===== config.mk =====
export PLATFORM = sky130hd
export DESIGN_NAME = l1_mem_arbiter
export DESIGN_NICKNAME = d
export VERILOG_FILES = /design/src/rtl/l1_mem_pkg.sv /design/src/rtl/l1_rr_arbiter.sv /design/src/rtl/l1_mem_arbiter.sv
export SDC_FILE = /design/constraint.sdc
export NUM_CORES = 1
export LEC_CHECK = 0
export ABC_AREA = 0
export BUFFER_PORTS_ARGS = -buffer_cell sky130_fd_sc_hd__buf_4
export CAP_MARGIN = 20
export CORE_UTILIZATION = 25
export CTS_BUF_LIST = sky130_fd_sc_hd__clkbuf_16
export DETAILED_ROUTE_END_ITERATION = 6
export PLACE_DENSITY_LB_ADDON = 0.25
export SLEW_MARGIN = 20
export SYNTH_ARGS = -nofsm -noshare
export SYNTH_HDL_FRONTEND = slang
export SYNTH_HIERARCHICAL = 1
export SYNTH_SLANG_ARGS = --single-unit
export TNS_END_PERCENT = 10

===== constraint.sdc =====
create_clock -name clk -period 8.5 [get_ports clk]
set_input_delay 0 -clock clk [delete_from_list [all_inputs] [get_ports clk]]
set_output_delay 0 -clock clk [all_outputs]
set_load 0.005 [all_outputs]

===== src/rtl/l1_mem_pkg.sv =====
// Shared types for the L1 memory arbiter: FSM states, request owner and
// default bus widths.
package l1_mem_pkg;

  localparam int L1_ADDR_W = 32;
  localparam int L1_DATA_W = 32;
  localparam int L1_WAIT_W = 8;

  typedef enum logic [1:0] {
    IDLE = 2'd0,
    WB   = 2'd1,
    RD   = 2'd2,
    DONE = 2'd3
  } state_e;

  typedef enum logic {
    OWN_IC = 1'b0,
    OWN_DC = 1'b1
  } owner_e;

endpackage


===== src/rtl/l1_rr_arbiter.sv =====
// Two-way grant select between icache and dcache misses. Fixed dcache
// priority by default; round-robin on ties when RR_ARB_EN is defined.
module l1_rr_arbiter
  import l1_mem_pkg::*;
(
`ifdef RR_ARB_EN
  input  logic clk,
  input  logic reset,
  input  logic grant,
`endif
  input  logic ic_req,
  input  logic dc_req,
  output logic gnt_valid,
  output logic gnt_dc
);

  logic prefer_dc_s;

`ifdef RR_ARB_EN
  owner_e last_owner_r;

  // Remember who was granted last so the other side wins the next tie.
  always_ff @(posedge clk or posedge reset) begin
    if (reset) begin
      last_owner_r <= OWN_IC;
    end else if (grant) begin
      last_owner_r <= gnt_dc ? OWN_DC : OWN_IC;
    end
  end

  assign prefer_dc_s = (last_owner_r == OWN_IC);
`else
  assign prefer_dc_s = 1'b1;
`endif

  // Grant decode: a lone requester always wins, ties use the preference.
  always_comb begin
    gnt_valid = ic_req | dc_req;
    if (ic_req && dc_req) begin
      gnt_dc = prefer_dc_s;
    end else begin
      gnt_dc = dc_req;
    end
  end

endmodule


===== src/rtl/l1_mem_arbiter.sv =====
// Shares one main-memory port between icache and dcache misses: optional
// victim writeback, then refill read. Define RR_ARB_EN for round-robin ties.
module l1_mem_arbiter
  import l1_mem_pkg::*;
#(
  parameter int ADDR_W   = L1_ADDR_W,
  parameter int DATA_W   = L1_DATA_W,
  parameter int MAX_WAIT = 255
) (
  input  logic              clk,
  input  logic              reset,
  input  logic              ic_req,
  input  logic [ADDR_W-1:0] ic_addr,
  output logic [DATA_W-1:0] ic_rdata,
  output logic              ic_done,
  input  logic              dc_req,
  input  logic [ADDR_W-1:0] dc_addr,
  input  logic              dc_wb,
  input  logic [ADDR_W-1:0] dc_wb_addr,
  input  logic [DATA_W-1:0] dc_wb_data,
  output logic [DATA_W-1:0] dc_rdata,
  output logic              dc_done,
  output logic              mem_ren,
  output logic              mem_wen,
  output logic [ADDR_W-1:0] mem_addr,
  output logic [DATA_W-1:0] mem_wdata,
  input  logic [DATA_W-1:0] mem_rdata,
  input  logic              mem_ready,
  output logic              stall,
  output logic              err
);

  localparam logic [L1_WAIT_W-1:0] WAIT_LAST = L1_WAIT_W'(MAX_WAIT - 1);
  localparam logic [L1_WAIT_W-1:0] WAIT_ZERO = {L1_WAIT_W{1'b0}};
  localparam logic [L1_WAIT_W-1:0] WAIT_ONE  = L1_WAIT_W'(1);
  localparam logic [ADDR_W-1:0]    ADDR_ZERO = {ADDR_W{1'b0}};
  localparam logic [DATA_W-1:0]    DATA_ZERO = {DATA_W{1'b0}};

  state_e               state_r,    state_s;
  owner_e               owner_r,    owner_s;
  logic                 gap_r,      gap_s;
  logic [ADDR_W-1:0]    rd_addr_r,  rd_addr_s;
  logic [ADDR_W-1:0]    wb_addr_r,  wb_addr_s;
  logic [DATA_W-1:0]    wb_data_r,  wb_data_s;
  logic [L1_WAIT_W-1:0] wait_cnt_r, wait_cnt_s;
  logic                 err_r,      err_s;
  logic [DATA_W-1:0]    ic_rdata_r, ic_rdata_s;
  logic [DATA_W-1:0]    dc_rdata_r, dc_rdata_s;
  logic                 ic_done_r,  ic_done_s;
  logic                 dc_done_r,  dc_done_s;
  logic                 mem_ren_r,  mem_ren_s;
  logic                 mem_wen_r,  mem_wen_s;
  logic [ADDR_W-1:0]    mem_addr_r, mem_addr_s;
  logic [DATA_W-1:0]    mem_wdata_r, mem_wdata_s;
  logic                 gnt_valid_s;
  logic                 gnt_dc_s;
  logic                 timeout_s;

`ifdef RR_ARB_EN
  logic grant_s;
  assign grant_s = (state_r == IDLE) & gnt_valid_s;
`endif

  l1_rr_arbiter u_arb (
`ifdef RR_ARB_EN
    .clk       (clk),
    .reset     (reset),
    .grant     (grant_s),
`endif
    .ic_req    (ic_req),
    .dc_req    (dc_req),
    .gnt_valid (gnt_valid_s),
    .gnt_dc    (gnt_dc_s)
  );

  assign timeout_s = (wait_cnt_r == WAIT_LAST);

  // Next-state, latch and output decode for the miss sequencer.
  always_comb begin
    state_s    = state_r;
    owner_s    = owner_r;
    gap_s      = 1'b0;
    rd_addr_s  = rd_addr_r;
    wb_addr_s  = wb_addr_r;
    wb_data_s  = wb_data_r;
    wait_cnt_s = wait_cnt_r;
    err_s      = err_r;
    ic_rdata_s = ic_rdata_r;
    dc_rdata_s = dc_rdata_r;

    case (state_r)
      IDLE: begin
        wait_cnt_s = WAIT_ZERO;
        if (gnt_valid_s) begin
          if (gnt_dc_s) begin
            owner_s   = OWN_DC;
            rd_addr_s = dc_addr;
            wb_addr_s = dc_wb_addr;
            wb_data_s = dc_wb_data;
            state_s   = dc_wb ? WB : RD;
          end else begin
            owner_s   = OWN_IC;
            rd_addr_s = ic_addr;
            state_s   = RD;
          end
        end else begin
          state_s = IDLE;
        end
      end

      WB: begin
        if (mem_ready) begin
          state_s    = RD;
          gap_s      = 1'b1;
          wait_cnt_s = WAIT_ZERO;
        end else if (timeout_s) begin
          state_s    = DONE;
          err_s      = 1'b1;
          wait_cnt_s = WAIT_ZERO;
          if (owner_r == OWN_DC) begin
            dc_rdata_s = DATA_ZERO;
          end else begin
            ic_rdata_s = DATA_ZERO;
          end
        end else begin
          wait_cnt_s = wait_cnt_r + WAIT_ONE;
        end
      end

      RD: begin
        // The first RD cycle after a writeback is a dead cycle on the bus.
        if (gap_r) begin
          state_s = RD;
        end else if (mem_ready) begin
          state_s    = DONE;
          wait_cnt_s = WAIT_ZERO;
          if (owner_r == OWN_DC) begin
            dc_rdata_s = mem_rdata;
          end else begin
            ic_rdata_s = mem_rdata;
          end
        end else if (timeout_s) begin
          state_s    = DONE;
          err_s      = 1'b1;
          wait_cnt_s = WAIT_ZERO;
          if (owner_r == OWN_DC) begin
            dc_rdata_s = DATA_ZERO;
          end else begin
            ic_rdata_s = DATA_ZERO;
          end
        end else begin
          wait_cnt_s = wait_cnt_r + WAIT_ONE;
        end
      end

      DONE: begin
        state_s    = IDLE;
        wait_cnt_s = WAIT_ZERO;
      end

      default: begin
        state_s    = IDLE;
        wait_cnt_s = WAIT_ZERO;
      end
    endcase

    ic_done_s = (state_s == DONE) && (owner_s == OWN_IC);
    dc_done_s = (state_s == DONE) && (owner_s == OWN_DC);
    mem_wen_s = (state_s == WB);
    mem_ren_s = (state_s == RD) && !gap_s;

    if (mem_wen_s) begin
      mem_addr_s  = wb_addr_s;
      mem_wdata_s = wb_data_s;
    end else if (mem_ren_s) begin
      mem_addr_s  = rd_addr_s;
      mem_wdata_s = DATA_ZERO;
    end else begin
      mem_addr_s  = ADDR_ZERO;
      mem_wdata_s = DATA_ZERO;
    end
  end

  // State, grant latch and registered outputs; reset aborts any transfer.
  always_ff @(posedge clk or posedge reset) begin
    if (reset) begin
      state_r     <= IDLE;
      owner_r     <= OWN_IC;
      gap_r       <= 1'b0;
      rd_addr_r   <= ADDR_ZERO;
      wb_addr_r   <= ADDR_ZERO;
      wb_data_r   <= DATA_ZERO;
      wait_cnt_r  <= WAIT_ZERO;
      err_r       <= 1'b0;
      ic_rdata_r  <= DATA_ZERO;
      dc_rdata_r  <= DATA_ZERO;
      ic_done_r   <= 1'b0;
      dc_done_r   <= 1'b0;
      mem_ren_r   <= 1'b0;
      mem_wen_r   <= 1'b0;
      mem_addr_r  <= ADDR_ZERO;
      mem_wdata_r <= DATA_ZERO;
    end else begin
      state_r     <= state_s;
      owner_r     <= owner_s;
      gap_r       <= gap_s;
      rd_addr_r   <= rd_addr_s;
      wb_addr_r   <= wb_addr_s;
      wb_data_r   <= wb_data_s;
      wait_cnt_r  <= wait_cnt_s;
      err_r       <= err_s;
      ic_rdata_r  <= ic_rdata_s;
      dc_rdata_r  <= dc_rdata_s;
      ic_done_r   <= ic_done_s;
      dc_done_r   <= dc_done_s;
      mem_ren_r   <= mem_ren_s;
      mem_wen_r   <= mem_wen_s;
      mem_addr_r  <= mem_addr_s;
      mem_wdata_r <= mem_wdata_s;
    end
  end

  assign ic_rdata  = ic_rdata_r;
  assign ic_done   = ic_done_r;
  assign dc_rdata  = dc_rdata_r;
  assign dc_done   = dc_done_r;
  assign mem_ren   = mem_ren_r;
  assign mem_wen   = mem_wen_r;
  assign mem_addr  = mem_addr_r;
  assign mem_wdata = mem_wdata_r;
  assign err       = err_r;
  assign stall     = (ic_req | dc_req) & ~(ic_done_r | dc_done_r);

endmodule


==> results.toml <==
[clock_network]
cts-htree-levels = 1
clockBufferDepth = 3
worstSkewPairLatency_ns = 0.54
clkSlewWorstSetupHoldPaths_ns = 0.06
post_cts_buffers = 0
clockRootBuffer = "clkbuf_16"
cts_made_buffers = 28
cts_resized = 0
cts_sinks = 241
cts_tree = "built"
postCtsHoldBufs = 163

[place]
place_congestion = 0.711
postPlaceCellArea_um2 = 12300
dp_hpwl_mm = 16.9
portBuffers = 299

[detailed_routing]
vias = 7326
drcViolationCount = 0
via_per_inst = 4.26
drt-initial-drc-count = 250
final_antenna_net_count = 0
post_drt_wl_per_cell_um = 15.9
drt-total-wl_mm = 27.3
drt-pass1-iter-count = 4

[synthesis]
synth_edf_count = 0
synthCells = 735
synth.distinct_cells = 40
synthArstFlopShare_pct = 100
yosys-top-cells-count = "dfrtp_1 (241), a22o_1 (64), mux2i_1 (62), nand2_1 (48), o21ai_0 (46)"
syn-num-nets = 907
yosysMostFrequentCell = "dfrtp_1"
synth_area_per_cell_um2 = 13.0
synth_flop_cell = "dfrtp_1"
synth_seq_area_share_pct = 63.0
yosys-top-cells-area = "dfrtp_1 (63%), mux2i_1 (6.5%), a22o_1 (5.9%)"
synth_warnings = 6
synth_top_area_cell = "dfrtp_1"
synthDominantCellAreaShare_pct = 63.0
synth_area_um2 = 9570
ys_ff_latch = 241

[floorplan]
boundaryPins = 300
fp.dieW_um = 198
die_height_um = 198
dieArea_um2 = 39100
start_util_pct = 25.4
core-area_um2 = 37700
rows = 71

[timing]
timing.fmax_mhz = 357
rsz0062_at_grt = "no"
relSlewSlack_pct = 37.3
setup_violations = 0
period_share_pct = 33.0
hold_viol_final = 0
min_period_ns = 2.80
fin_tns_setup_ns = 0
fin_skew_ns = 0.0125
drv_slew = 0
tightest_slew_ns = 0.940

[setup_path]
crit_fanout = 32
cp-start-kind = "flip-flop"
regToRegStartpoint = "state_r[0]"
cp.arrival_ns = 3.21
critical_path.startpoint = "state_r[0]"
crit_type = "flip-flop to flip-flop"
required_ns = 8.90
cp-end-kind = "flip-flop"

[final_layout]
multi_input_area_um2 = 3140
final_nets = 1359
finalInstanceArea_um2 = 14800
nFillCells = 3664
area_delta_synth_final_pct = 54.7
final_layout_size_suffix_gt1_share_pct = 36.6
antenna_cells = 0
regArea_um2 = 6030

[min_path]
hold_path_class = "input pin to async pin"

[power]
p_per_area_nw_per_um2 = 322
vdd_ir_drop_max_v = 0.000156
clockPowerShare_pct = 23.7
p_leak_uw = 0.00731
netSwitchingPower_uw = 1600
p_comb_share_pct = 38.3
swShare_pct = 33.6
internal_power_uw = 3160
p_seq_share_pct = 38.1

[global_route]
grt.total_usage_pct = 13.8
grt_max_degree = 96
grt_pass1_vias = 7834
antenna_found_initial = 1
grt_overflow_total = 0
grt_pass1_wl_mm = 42.8

[flow_run]
maxCapViolations = 0

[status]
status = "finished, final reports clean"
[stage by stage]
step | instances | setup slack [ns] | total power (µW) | utilization [%] | hold WS, ns
floorplan | 735 | 1.88 | 2900 | - | 0.121
global placement | 1504 | 5.72 | 3580 | 32.6 | 0.166
detailed placement | 1504 | 5.64 | 3610 | 32.6 | 0.165
CTS | 1719 | 5.65 | 4840 | 39.2 | 0.125
global route | 1720 | 5.46 | 5110 | 39.3 | 0.157
finish | 1720 | 5.70 | 4760 | 39.3 | 0.119
[cell families (layout without fill, tap and decap cells)]
family,after synthesis,in the layout,share of synthesized area [%]
compound gates,183,183,14.2
xor+xnor,1,1,0.0915
fa+ha+maj,6,6,0.784
buf+inv,92,566,4.60
flops,241,241,63.0
mux,96,96,10.5
simple gates,116,116,6.82
[flip-flops by register name, summed over array words and instances, names as in the netlist]
name        count
dc_rdata       32
ic_rdata       32
mem_addr       32
mem_wdata      32
rd_addr_r      32
wb_addr_r      32
wb_data_r      32
wait_cnt_r      8
state_r         2
dc_done         1
err             1
gap_r           1
ic_done         1
mem_ren         1
mem_wen         1
owner_r         1
[routing by layer]
| metal | GRT usage, % | vias to the layer above | share of wire (%) |
|---|---|---|---|
| li1 | - | 3479 | - |
| met4 | 2.81 | 2 | 1.5 |
| met5 | 0 | - | 0.029 |
| met1 | 17.8 | 3581 | 45 |
| met3 | 4.46 | 34 | 8.5 |
| met2 | 22.4 | 230 | 45 |
[final timing paths]
path	end	slack [ns]	cells after the start
worst max-delay path	mem_addr[10]	5.70	8
worst min-delay path	dc_rdata[8]	0.12	3
worst max register to register	mem_addr[10]	5.70	8
worst min register to register	wb_addr_r[16]	0.48	2
max in group asynchronous	wait_cnt_r[7]	6.93	4
min in group clk	dc_rdata[8]	0.24	3
[placed cells by master, fill, tap and decap left out, drive strengths merged, types with 17 or more instances in the layout]
master       synthesis  routed
nand2               48      48
nor2b               34      34
a22o                64      64
clkinv               0      17
inv                 40      43
mux2i               62      62
o21ai               77      77
clkbuf              23      29
dfrtp              241     241
dlygate4sd3          0     163
mux2                34      34
o211ai              32      32
buf                 29     311
[layout make-up]
cell class	instances	area share, %
clock buffer	29	4.90
sequential	241	40.7
inverter	40	1.06
multi-input combinational	402	21.2
clock inverter	23	0.879
timing repair buffer	474	26.9
tap	511	4.32
[critical path, stage by stage, from the launching register on]
cell      delay (ns)
dfrtp_1         0.37
inv_1           0.09
ha_1            0.24
nand4_1         0.18
nor3b_1         0.39
a22oi_4         0.15
nand2b_4        0.51
buf_4           0.59
o21ai_2         0.09
[power by group through the flow]
| stage | registers (µW) | clock network [µW] | logic [µW] |
|---|---|---|---|
| after CTS | 1810 | 1180 | 1850 |
| after global routing | 1860 | 1220 | 2020 |
| after global placement | 1820 | 0 | 1760 |
| after floorplan | 1810 | 0 | 1080 |
| final | 1810 | 1130 | 1820 |
| after detailed placement | 1820 | 0 | 1790 |
Power figures use the tool's default switching activity.
